$ cat src/rtl/alu_cmd_sequencer_pkg.sv
// Shared types and helpers for the ALU command sequencer.
// Latency: n/a (types only). Backpressure: n/a.
// FSM state encoding, status width and FIFO counter width helper.
package alu_seq_pkg;

    typedef enum logic [1:0] {
        IDLE = 2'd0,
        WAIT = 2'd1,
        RESP = 2'd2
    } state_t;

    localparam int STATUS_W = 4;

    // Occupancy counter must represent 0..depth inclusive.
    function automatic int cnt_w(input int depth);
        return $clog2(depth) + 1;
    endfunction

endpackage

$ cat src/rtl/alu_cmd_sequencer_if.sv
// Command and response valid/ready streams of the ALU command sequencer.
// Latency: n/a (wiring only). Backpressure: standard valid/ready on both streams.
// Signal names are from the sequencer's point of view (slave modport).
interface alu_cmd_sequencer_if
    import alu_seq_pkg::*;
#(
    parameter int N = 4,
    parameter int M = 8,
    parameter int K = 8
) ();

    logic                i_cmd_valid;
    logic                o_cmd_ready;
    logic [N-1:0]        i_cmd_op;
    logic [M-1:0]        i_cmd_A;
    logic [M-1:0]        i_cmd_B;

    logic                o_rsp_valid;
    logic                i_rsp_ready;
    logic [K-1:0]        o_rsp_result;
    logic [STATUS_W-1:0] o_rsp_status;
    logic [N-1:0]        o_rsp_op;

    modport slave (
        input  i_cmd_valid, i_cmd_op, i_cmd_A, i_cmd_B, i_rsp_ready,
        output o_cmd_ready, o_rsp_valid, o_rsp_result, o_rsp_status, o_rsp_op
    );

    modport master (
        output i_cmd_valid, i_cmd_op, i_cmd_A, i_cmd_B, i_rsp_ready,
        input  o_cmd_ready, o_rsp_valid, o_rsp_result, o_rsp_status, o_rsp_op
    );

endinterface

$ cat src/rtl/alu_cmd_sequencer_cmd_fifo.sv
// Generic synchronous show-ahead FIFO, DEPTH x W.
// Latency: push visible at head one cycle later. Backpressure: o_push_rdy is a
// registered !full; pops are only issued by the user when not empty.
module cmd_fifo
    import alu_seq_pkg::*;
#(
    parameter int W     = 16,
    parameter int DEPTH = 4
) (
    input  logic                      i_clk,
    input  logic                      i_reset,
    input  logic                      i_push_vld,
    output logic                      o_push_rdy,
    input  logic [W-1:0]              i_push_dat,
    input  logic                      i_pop,
    output logic [W-1:0]              o_pop_dat,
    output logic                      o_empty,
    output logic [cnt_w(DEPTH)-1:0]   o_count
);

    localparam int AW = $clog2(DEPTH);
    localparam int CW = cnt_w(DEPTH);
    localparam logic [CW-1:0] FULL_CNT = CW'(DEPTH);

    logic [W-1:0]  r_mem [DEPTH];
    logic [AW-1:0] r_wr_ptr;
    logic [AW-1:0] r_rd_ptr;
    logic [CW-1:0] r_count;
    logic          r_push_rdy;
    logic          w_push;
    logic [CW-1:0] w_count_nxt;

    assign w_push = i_push_vld && r_push_rdy;

    always_comb begin
        w_count_nxt = r_count;
        case ({w_push, i_pop})
            2'b10:   w_count_nxt = r_count + 1'b1;
            2'b01:   w_count_nxt = r_count - 1'b1;
            default: w_count_nxt = r_count;
        endcase
    end

    always_ff @(posedge i_clk) begin
        if (i_reset) begin
            r_wr_ptr   <= '0;
            r_rd_ptr   <= '0;
            r_count    <= '0;
            r_push_rdy <= 1'b0;
        end else begin
            if (w_push) r_wr_ptr <= r_wr_ptr + 1'b1;
            if (i_pop)  r_rd_ptr <= r_rd_ptr + 1'b1;
            r_count    <= w_count_nxt;
            // Ready looks one edge ahead so it never over-admits.
            r_push_rdy <= (w_count_nxt != FULL_CNT);
        end
    end

    always_ff @(posedge i_clk) begin
        if (w_push) r_mem[r_wr_ptr] <= i_push_dat;
    end

    assign o_pop_dat  = r_mem[r_rd_ptr];
    assign o_empty    = (r_count == '0);
    assign o_count    = r_count;
    assign o_push_rdy = r_push_rdy;

endmodule

$ cat src/rtl/alu_cmd_sequencer.sv
// Buffers ALU commands, issues them one at a time to new_alu and returns results.
// Latency: LAT+2 cycles command-to-response when idle. Backpressure: response
// stalls the FSM only; the command FIFO keeps accepting until full.
module alu_cmd_sequencer
    import alu_seq_pkg::*;
#(
    parameter int N     = 4,
    parameter int M     = 8,
    parameter int K     = 8,
    parameter int LAT   = 1,
    parameter int DEPTH = 4
) (
    input  logic                      i_clk,
    input  logic                      i_reset,
    alu_cmd_sequencer_if.slave        bus,
    output logic [N-1:0]              o_alu_op,
    output logic [M-1:0]              o_alu_arg_A,
    output logic [M-1:0]              o_alu_arg_B,
    input  logic [K-1:0]              i_alu_result,
    input  logic [STATUS_W-1:0]       i_alu_status,
    output logic                      o_busy,
    output logic [cnt_w(DEPTH)-1:0]   o_count
);

    localparam int CNT_W = (LAT < 1) ? 1 : $clog2(LAT + 1);

    typedef struct packed {
        logic [N-1:0] op;
        logic [M-1:0] a;
        logic [M-1:0] b;
    } cmd_t;

    cmd_t                w_push_dat;
    cmd_t                w_head;
    logic                w_empty;
    logic                w_cmd_rdy;

    state_t              r_state;
    state_t              w_state_nxt;
    logic                w_pop;
    logic                w_dec;
    logic                w_capture;
    logic                w_rsp_done;

    logic [CNT_W-1:0]    r_cnt;
    logic [N-1:0]        r_alu_op;
    logic [M-1:0]        r_alu_a;
    logic [M-1:0]        r_alu_b;
    logic                r_rsp_vld;
    logic [K-1:0]        r_rsp_result;
    logic [STATUS_W-1:0] r_rsp_status;
    logic [N-1:0]        r_rsp_op;

    assign w_push_dat = '{op: bus.i_cmd_op, a: bus.i_cmd_A, b: bus.i_cmd_B};

    cmd_fifo #(
        .W     ($bits(cmd_t)),
        .DEPTH (DEPTH)
    ) u_cmd_fifo (
        .i_clk      (i_clk),
        .i_reset    (i_reset),
        .i_push_vld (bus.i_cmd_valid),
        .o_push_rdy (w_cmd_rdy),
        .i_push_dat (w_push_dat),
        .i_pop      (w_pop),
        .o_pop_dat  (w_head),
        .o_empty    (w_empty),
        .o_count    (o_count)
    );

    always_ff @(posedge i_clk) begin
        if (i_reset) r_state <= IDLE;
        else         r_state <= w_state_nxt;
    end

    always_comb begin
        w_state_nxt = r_state;
        case (r_state)
            IDLE:    if (!w_empty)          w_state_nxt = WAIT;
            WAIT:    if (r_cnt == '0)       w_state_nxt = RESP;
            RESP:    if (bus.i_rsp_ready)   w_state_nxt = IDLE;
            default:                        w_state_nxt = IDLE;
        endcase
    end

    always_comb begin
        w_pop      = 1'b0;
        w_dec      = 1'b0;
        w_capture  = 1'b0;
        w_rsp_done = 1'b0;
        case (r_state)
            IDLE:    w_pop      = !w_empty;
            WAIT: begin
                     w_dec      = (r_cnt != '0);
                     w_capture  = (r_cnt == '0);
            end
            RESP:    w_rsp_done = bus.i_rsp_ready;
            default: ;
        endcase
    end

    // ALU drive values only change on a pop, so they stay stable through WAIT/RESP.
    always_ff @(posedge i_clk) begin
        if (i_reset) begin
            r_cnt        <= '0;
            r_alu_op     <= '0;
            r_alu_a      <= '0;
            r_alu_b      <= '0;
            r_rsp_vld    <= 1'b0;
            r_rsp_result <= '0;
            r_rsp_status <= '0;
            r_rsp_op     <= '0;
        end else begin
            if (w_pop) begin
                r_alu_op <= w_head.op;
                r_alu_a  <= w_head.a;
                r_alu_b  <= w_head.b;
                r_cnt    <= CNT_W'(LAT);
            end
            if (w_dec) r_cnt <= r_cnt - 1'b1;
            if (w_capture) begin
                r_rsp_result <= i_alu_result;
                r_rsp_status <= i_alu_status;
                r_rsp_op     <= r_alu_op;
                r_rsp_vld    <= 1'b1;
            end
            if (w_rsp_done) r_rsp_vld <= 1'b0;
        end
    end

    assign bus.o_cmd_ready  = w_cmd_rdy;
    assign bus.o_rsp_valid  = r_rsp_vld;
    assign bus.o_rsp_result = r_rsp_result;
    assign bus.o_rsp_status = r_rsp_status;
    assign bus.o_rsp_op     = r_rsp_op;

    assign o_alu_op    = r_alu_op;
    assign o_alu_arg_A = r_alu_a;
    assign o_alu_arg_B = r_alu_b;
    assign o_busy      = (r_state != IDLE) || !w_empty;

endmodule

$ cat src/flat_wrapper.sv
// flat-port wrapper written by rule: the top's interface ports become plain ports
module alu_cmd_sequencer_flat import alu_seq_pkg::*;
#(
    parameter int N     = 4,
    parameter int M     = 8,
    parameter int K     = 8,
    parameter int LAT   = 1,
    parameter int DEPTH = 4
)
  (i_clk, i_reset, o_alu_op, o_alu_arg_A, o_alu_arg_B, i_alu_result, i_alu_status, o_busy, o_count, bus_i_cmd_valid, bus_i_cmd_op, bus_i_cmd_A, bus_i_cmd_B, bus_i_rsp_ready, bus_o_cmd_ready, bus_o_rsp_valid, bus_o_rsp_result, bus_o_rsp_status, bus_o_rsp_op);
  alu_cmd_sequencer_if #(.N(N), .M(M), .K(K)) bus_i ();
  input  logic i_clk;
  input  logic i_reset;
  output logic [N-1:0] o_alu_op;
  output logic [M-1:0] o_alu_arg_A;
  output logic [M-1:0] o_alu_arg_B;
  input  logic [K-1:0] i_alu_result;
  input  logic [STATUS_W-1:0] i_alu_status;
  output logic o_busy;
  output logic [cnt_w(DEPTH)-1:0] o_count;
  input wire logic [$bits(bus_i.i_cmd_valid)-1:0] bus_i_cmd_valid;
  input wire logic [$bits(bus_i.i_cmd_op)-1:0] bus_i_cmd_op;
  input wire logic [$bits(bus_i.i_cmd_A)-1:0] bus_i_cmd_A;
  input wire logic [$bits(bus_i.i_cmd_B)-1:0] bus_i_cmd_B;
  input wire logic [$bits(bus_i.i_rsp_ready)-1:0] bus_i_rsp_ready;
  output wire logic [$bits(bus_i.o_cmd_ready)-1:0] bus_o_cmd_ready;
  output wire logic [$bits(bus_i.o_rsp_valid)-1:0] bus_o_rsp_valid;
  output wire logic [$bits(bus_i.o_rsp_result)-1:0] bus_o_rsp_result;
  output wire logic [$bits(bus_i.o_rsp_status)-1:0] bus_o_rsp_status;
  output wire logic [$bits(bus_i.o_rsp_op)-1:0] bus_o_rsp_op;
  assign bus_i.i_cmd_valid = bus_i_cmd_valid;
  assign bus_i.i_cmd_op = bus_i_cmd_op;
  assign bus_i.i_cmd_A = bus_i_cmd_A;
  assign bus_i.i_cmd_B = bus_i_cmd_B;
  assign bus_i.i_rsp_ready = bus_i_rsp_ready;
  assign bus_o_cmd_ready = bus_i.o_cmd_ready;
  assign bus_o_rsp_valid = bus_i.o_rsp_valid;
  assign bus_o_rsp_result = bus_i.o_rsp_result;
  assign bus_o_rsp_status = bus_i.o_rsp_status;
  assign bus_o_rsp_op = bus_i.o_rsp_op;
  alu_cmd_sequencer #(.N(N), .M(M), .K(K), .LAT(LAT), .DEPTH(DEPTH)) u_core (.i_clk(i_clk), .i_reset(i_reset), .bus(bus_i), .o_alu_op(o_alu_op), .o_alu_arg_A(o_alu_arg_A), .o_alu_arg_B(o_alu_arg_B), .i_alu_result(i_alu_result), .i_alu_status(i_alu_status), .o_busy(o_busy), .o_count(o_count));
endmodule
$ cat config.mk
export PLATFORM = sky130hd
export DESIGN_NAME = alu_cmd_sequencer_flat
export DESIGN_NICKNAME = d
export VERILOG_FILES = /design/src/rtl/alu_cmd_sequencer_pkg.sv /design/src/rtl/alu_cmd_sequencer_if.sv /design/src/rtl/alu_cmd_sequencer_cmd_fifo.sv /design/src/rtl/alu_cmd_sequencer.sv /design/src/flat_wrapper.sv
export SDC_FILE = /design/constraint.sdc
export NUM_CORES = 1
export LEC_CHECK = 0
export ABC_AREA = 1
export CORE_MARGIN = 1.5
export CORE_UTILIZATION = 30
export DETAILED_ROUTE_END_ITERATION = 10
export SKIP_CTS_REPAIR_TIMING = 1
export SKIP_LAST_GASP = 1
export SLEW_MARGIN = 25
export SYNTH_ARGS = -nofsm -noshare
export SYNTH_HDL_FRONTEND = slang
export SYNTH_HIERARCHICAL = 1
export SYNTH_SLANG_ARGS = --single-unit
$ cat constraint.sdc
create_clock -name i_clk -period 2.2 [get_ports i_clk]
set_clock_uncertainty 0.1 [all_clocks]
set_input_delay 0.44 -clock i_clk [delete_from_list [all_inputs] [get_ports i_clk]]
set_output_delay 0.44 -clock i_clk [all_outputs]
set_load 0.02 [all_outputs]
==> metrics.md <==
| Metric | Value |
|---|---|
| First-pass GRT wire length | 17.7 mm |
| Total grt overflow | 0 |
| Dpl cells | 793 |
| Hold Fails Final Rpt | 0 |
| CTS max path bufs | 2 |
| Met2 Track Usage GR | 0.216 |
| Nets | 634 |
| Routability congestion estimate | 0.747 |
| H-tree levels | 4 |
| Largest area contributor in the netlist | edfxtp_1 |
| IO Pins | 78 |
| Largest net degree at the start of global routing | 41 |
| Worst Path Required | 1.66 ns |
| Die Height | 135 µm |
| Via count | 3613 |
| Slew headroom | 0.520 |
| FILL cells | 1595 |
| Layout Utilization | 0.403 |
| Reg2reg path depth | 10 |
| Layout cells sized above 1 | 0.107 |
| CP Data Arrival Time | 1.57 ns |
| Ys flop type | edfxtp_1 |
| Internal Power | 5.70 mW |
| CP endpoint kind | output pin |
| Top cell type's share of synthesized area | 0.462 |
| Pleak | 2.63 nW |
| Non-Filler Instances | 825 |
| Hold_sp | u_core/bus.o_rsp_valid |
| PortBufs | 77 |
| Clock Latency Late Sink | 0.41 ns |
| Post-Synthesis Cells | 509 |
| Switching share of power | 0.338 |
| Vias in the first global route | 3624 |
| Max-Cap Viols | 0 |
| Layout area overhead | 30.1% |
| P_sw | 2.91 mW |
| Worst setup path category | flip-flop to output pin |
| DRT iter0 DRCs | 284 |
| Hold path depth | 2 |
| Reg2reg setup slack | 0.15 ns |
| Grt peak-use layer | met2 |
| Final setup viols | 0 |
| Syn_nets | 551 |
| Post-route clock period utilization | 0.961 |
| Asr flop ratio synth | 0 |
| Pre-Repair DR Iteration Count | 5 |
| CTS Sinks | 130 |
| Final ANT Viol Nets | 0 |
| Reg-to-Reg Start | u_core/u_cmd_fifo/o_count[1] |
| Class of the worst hold path | flip-flop to flip-flop |
| Worst hold endpoint | u_core/bus.o_rsp_valid |
| Slew at the pin with the worst max-slew slack | 0.719 ns |
| Status | completed |
| Top post-synthesis cells by area | edfxtp_1 46%, dfxtp_1 19%, nor2_1 7.5%, nand2_1 4.5%, inv_1 4.0% |
| Synthesis Warnings | 6 |
| Routing usage on met3 | 0.0390 |
| Total Power | 8.61 mW |
| Die W | 135 µm |
| FF-to-FF End | u_core/u_cmd_fifo/o_push_rdy |
| EDFF count, synth | 80 |
| Clk pwr share | 0.283 |
| Distinct cell type count after synthesis | 30 |
| Sequential fraction of the synthesis area | 0.655 |
| Met1 Usage GRT | 0.150 |
| GRT Resource Usage Total | 0.128 |
| Maximum VDD drop | 0.656 mV |
| Initial core utilization | 0.310 |
| Slew Limit Fails | 0 |
| DP Wirelength | 6.99 mm |
| Initial antenna violation count | 0 |
| Number of antenna cells inserted | 0 |
| Synthesized area | 5200 µm² |
| DR WL/cell | 13.2 µm |
| CTS root buffer | clkbuf_16 |
| Cell area power density | 1270 nW/µm² |
| Clock-pin slew on the worst setup and hold paths | 0.05 ns |
| Area of the core | 16800 µm² |
| Crit path time final | 2.11 ns |
| FP Rows | 47 |
| Synthesis-stage register bit count | 130 |
| Total CTS buffers | 17 |
| Synth Area per Inst | 10.2 µm² |
| Final WL | 10.9 mm |
| DRC Markers | 0 |
| Max Freq | 473 MHz |
| Worst setup SP type | flip-flop |
| CTS tree | built |
| Routed vias/inst | 4.38 |
| Combinational fraction of design power | 0.343 |
| Flop pwr share | 0.374 |
| CP max FO | 4 |
| Die area | 18100 µm² |
| RSZ-0062 raised after global routing | false |
cells by family (layout without fill, tap and decap cells):
kind of cell               Yosys count  in the layout  synth area share
DFF                                130            130             0.655
AOI/OAI and AO/OA                   71             71            0.0742
xor gates and xnor gates             1              1           0.00169
and+or+nand+nor                    216            216             0.178
adders and majority gates            6              6            0.0159
buffers and inverters               85            181            0.0749
routing by layer:
layer | routed length (µm) | vias to the layer above
met4 | 196 | 0
li1 | - | 1839
met2 | 5170 | 88
met3 | 519 | 14
met1 | 5010 | 1672
met5 | 0 | -
worst max-delay path, stage by stage, from the launching register on:
cell	delay (ns)
dfxtp_1	0.33
nor3_2	0.20
nand2_1	0.09
clkdlybuf4s50_1	0.54
cells in the final DEF (no fill, tap or decap), types with 2 or more instances in the layout:
cell / n
nor2_1: 101
edfxtp_1: 80
clkdlybuf4s50_1: 77
nand2_1: 62
inv_1: 56
dfxtp_1: 48
o21ai_1: 41
nand3_1: 23
nor2_2: 21
o22ai_1: 20
clkbuf_16: 17
a21oi_1: 7
buf_4: 7
clkbuf_1: 6
buf_12: 5
ha_1: 5
clkinv_1: 4
clkinv_2: 4
inv_2: 3
dfxtp_2: 2
nor3_1: 2
power groups by stage:
stage | clock (mW) | combinational [mW] | sequential, mW
finish | 2.44 | 2.95 | 3.22
global route | 2.62 | 3.28 | 3.27
CTS | 2.51 | 2.97 | 3.22
detailed placement | 0 | 2.96 | 3.27
global placement | 0 | 2.90 | 3.25
floorplan | 0 | 1.68 | 3.55
cell usage after synthesis, types with 2 or more instances:
library cell / count
o21ai_0: 2
buf_6: 5
o22ai_1: 20
nand3_1: 23
dfxtp_1: 50
o21ai_1: 40
nor2_1: 104
clkbuf_1: 6
buf_2: 12
nor3_1: 3
nor2_2: 18
inv_2: 3
a21oi_1: 7
nand2_1: 62
edfxtp_1: 80
ha_1: 5
inv_1: 56
through the flow:
| step | hold slack [ns] | setup slack [ns] | area, µm² | setup TNS, ns |
|---|---|---|---|---|
| finish | 0.342 | 0.0851 | 6760 | 0 |
| global route | 0.373 | 0.00812 | 6760 | 0 |
| CTS | 0.347 | 0.00218 | 6760 | 0 |
| detailed placement | 0.339 | -0.104 | 6250 | -0.140 |
| global placement | 0.336 | -0.0330 | 6250 | -0.0330 |
| floorplan | 0.357 | 0.0335 | 5200 | 0 |
state kept, by name, summed over array words and instances (netlist names), 2 cells and up, named ones only:
register,flops
u_core/u_cmd_fifo/r_mem,80
u_core/bus.o_rsp_result,8
u_core/o_alu_arg_A,8
u_core/o_alu_arg_B,8
u_core/bus.o_rsp_op,4
u_core/bus.o_rsp_status,4
u_core/o_alu_op,4
u_core/u_cmd_fifo/o_count,3
u_core/r_state,2
u_core/u_cmd_fifo/r_rd_ptr,2
u_core/u_cmd_fifo/r_wr_ptr,2
how the worst max path moves through the flow:
stage	start	endpoint	slack, ns	cells after the start
6_report	u_core/u_cmd_fifo/o_count[1]	o_busy	0.09	3
2_1_floorplan	u_core/u_cmd_fifo/o_count[1]	u_core/u_cmd_fifo/o_push_rdy	0.03	11
4_1_cts	u_core/r_state[0]	o_busy	0.002	3
3_5_place_dp	bus_i_cmd_valid	u_core/u_cmd_fifo/o_push_rdy	-0.10	8
3_3_place_gp	bus_i_cmd_valid	u_core/u_cmd_fifo/o_push_rdy	-0.03	8
5_1_grt	u_core/u_cmd_fifo/o_count[1]	u_core/u_cmd_fifo/o_push_rdy	0.008	10
layout make-up:
class	instances	area (µm²)	share of cell area
clock inverter	9	65.1	0.00962
timing repair buffer	89	923	0.137
inverter	60	228	0.0337
sequential	130	3410	0.504
tap	220	275	0.0407
multi-input combinational	294	1420	0.209
clock buffer	23	448	0.0662
Power figures use the tool's default switching activity.
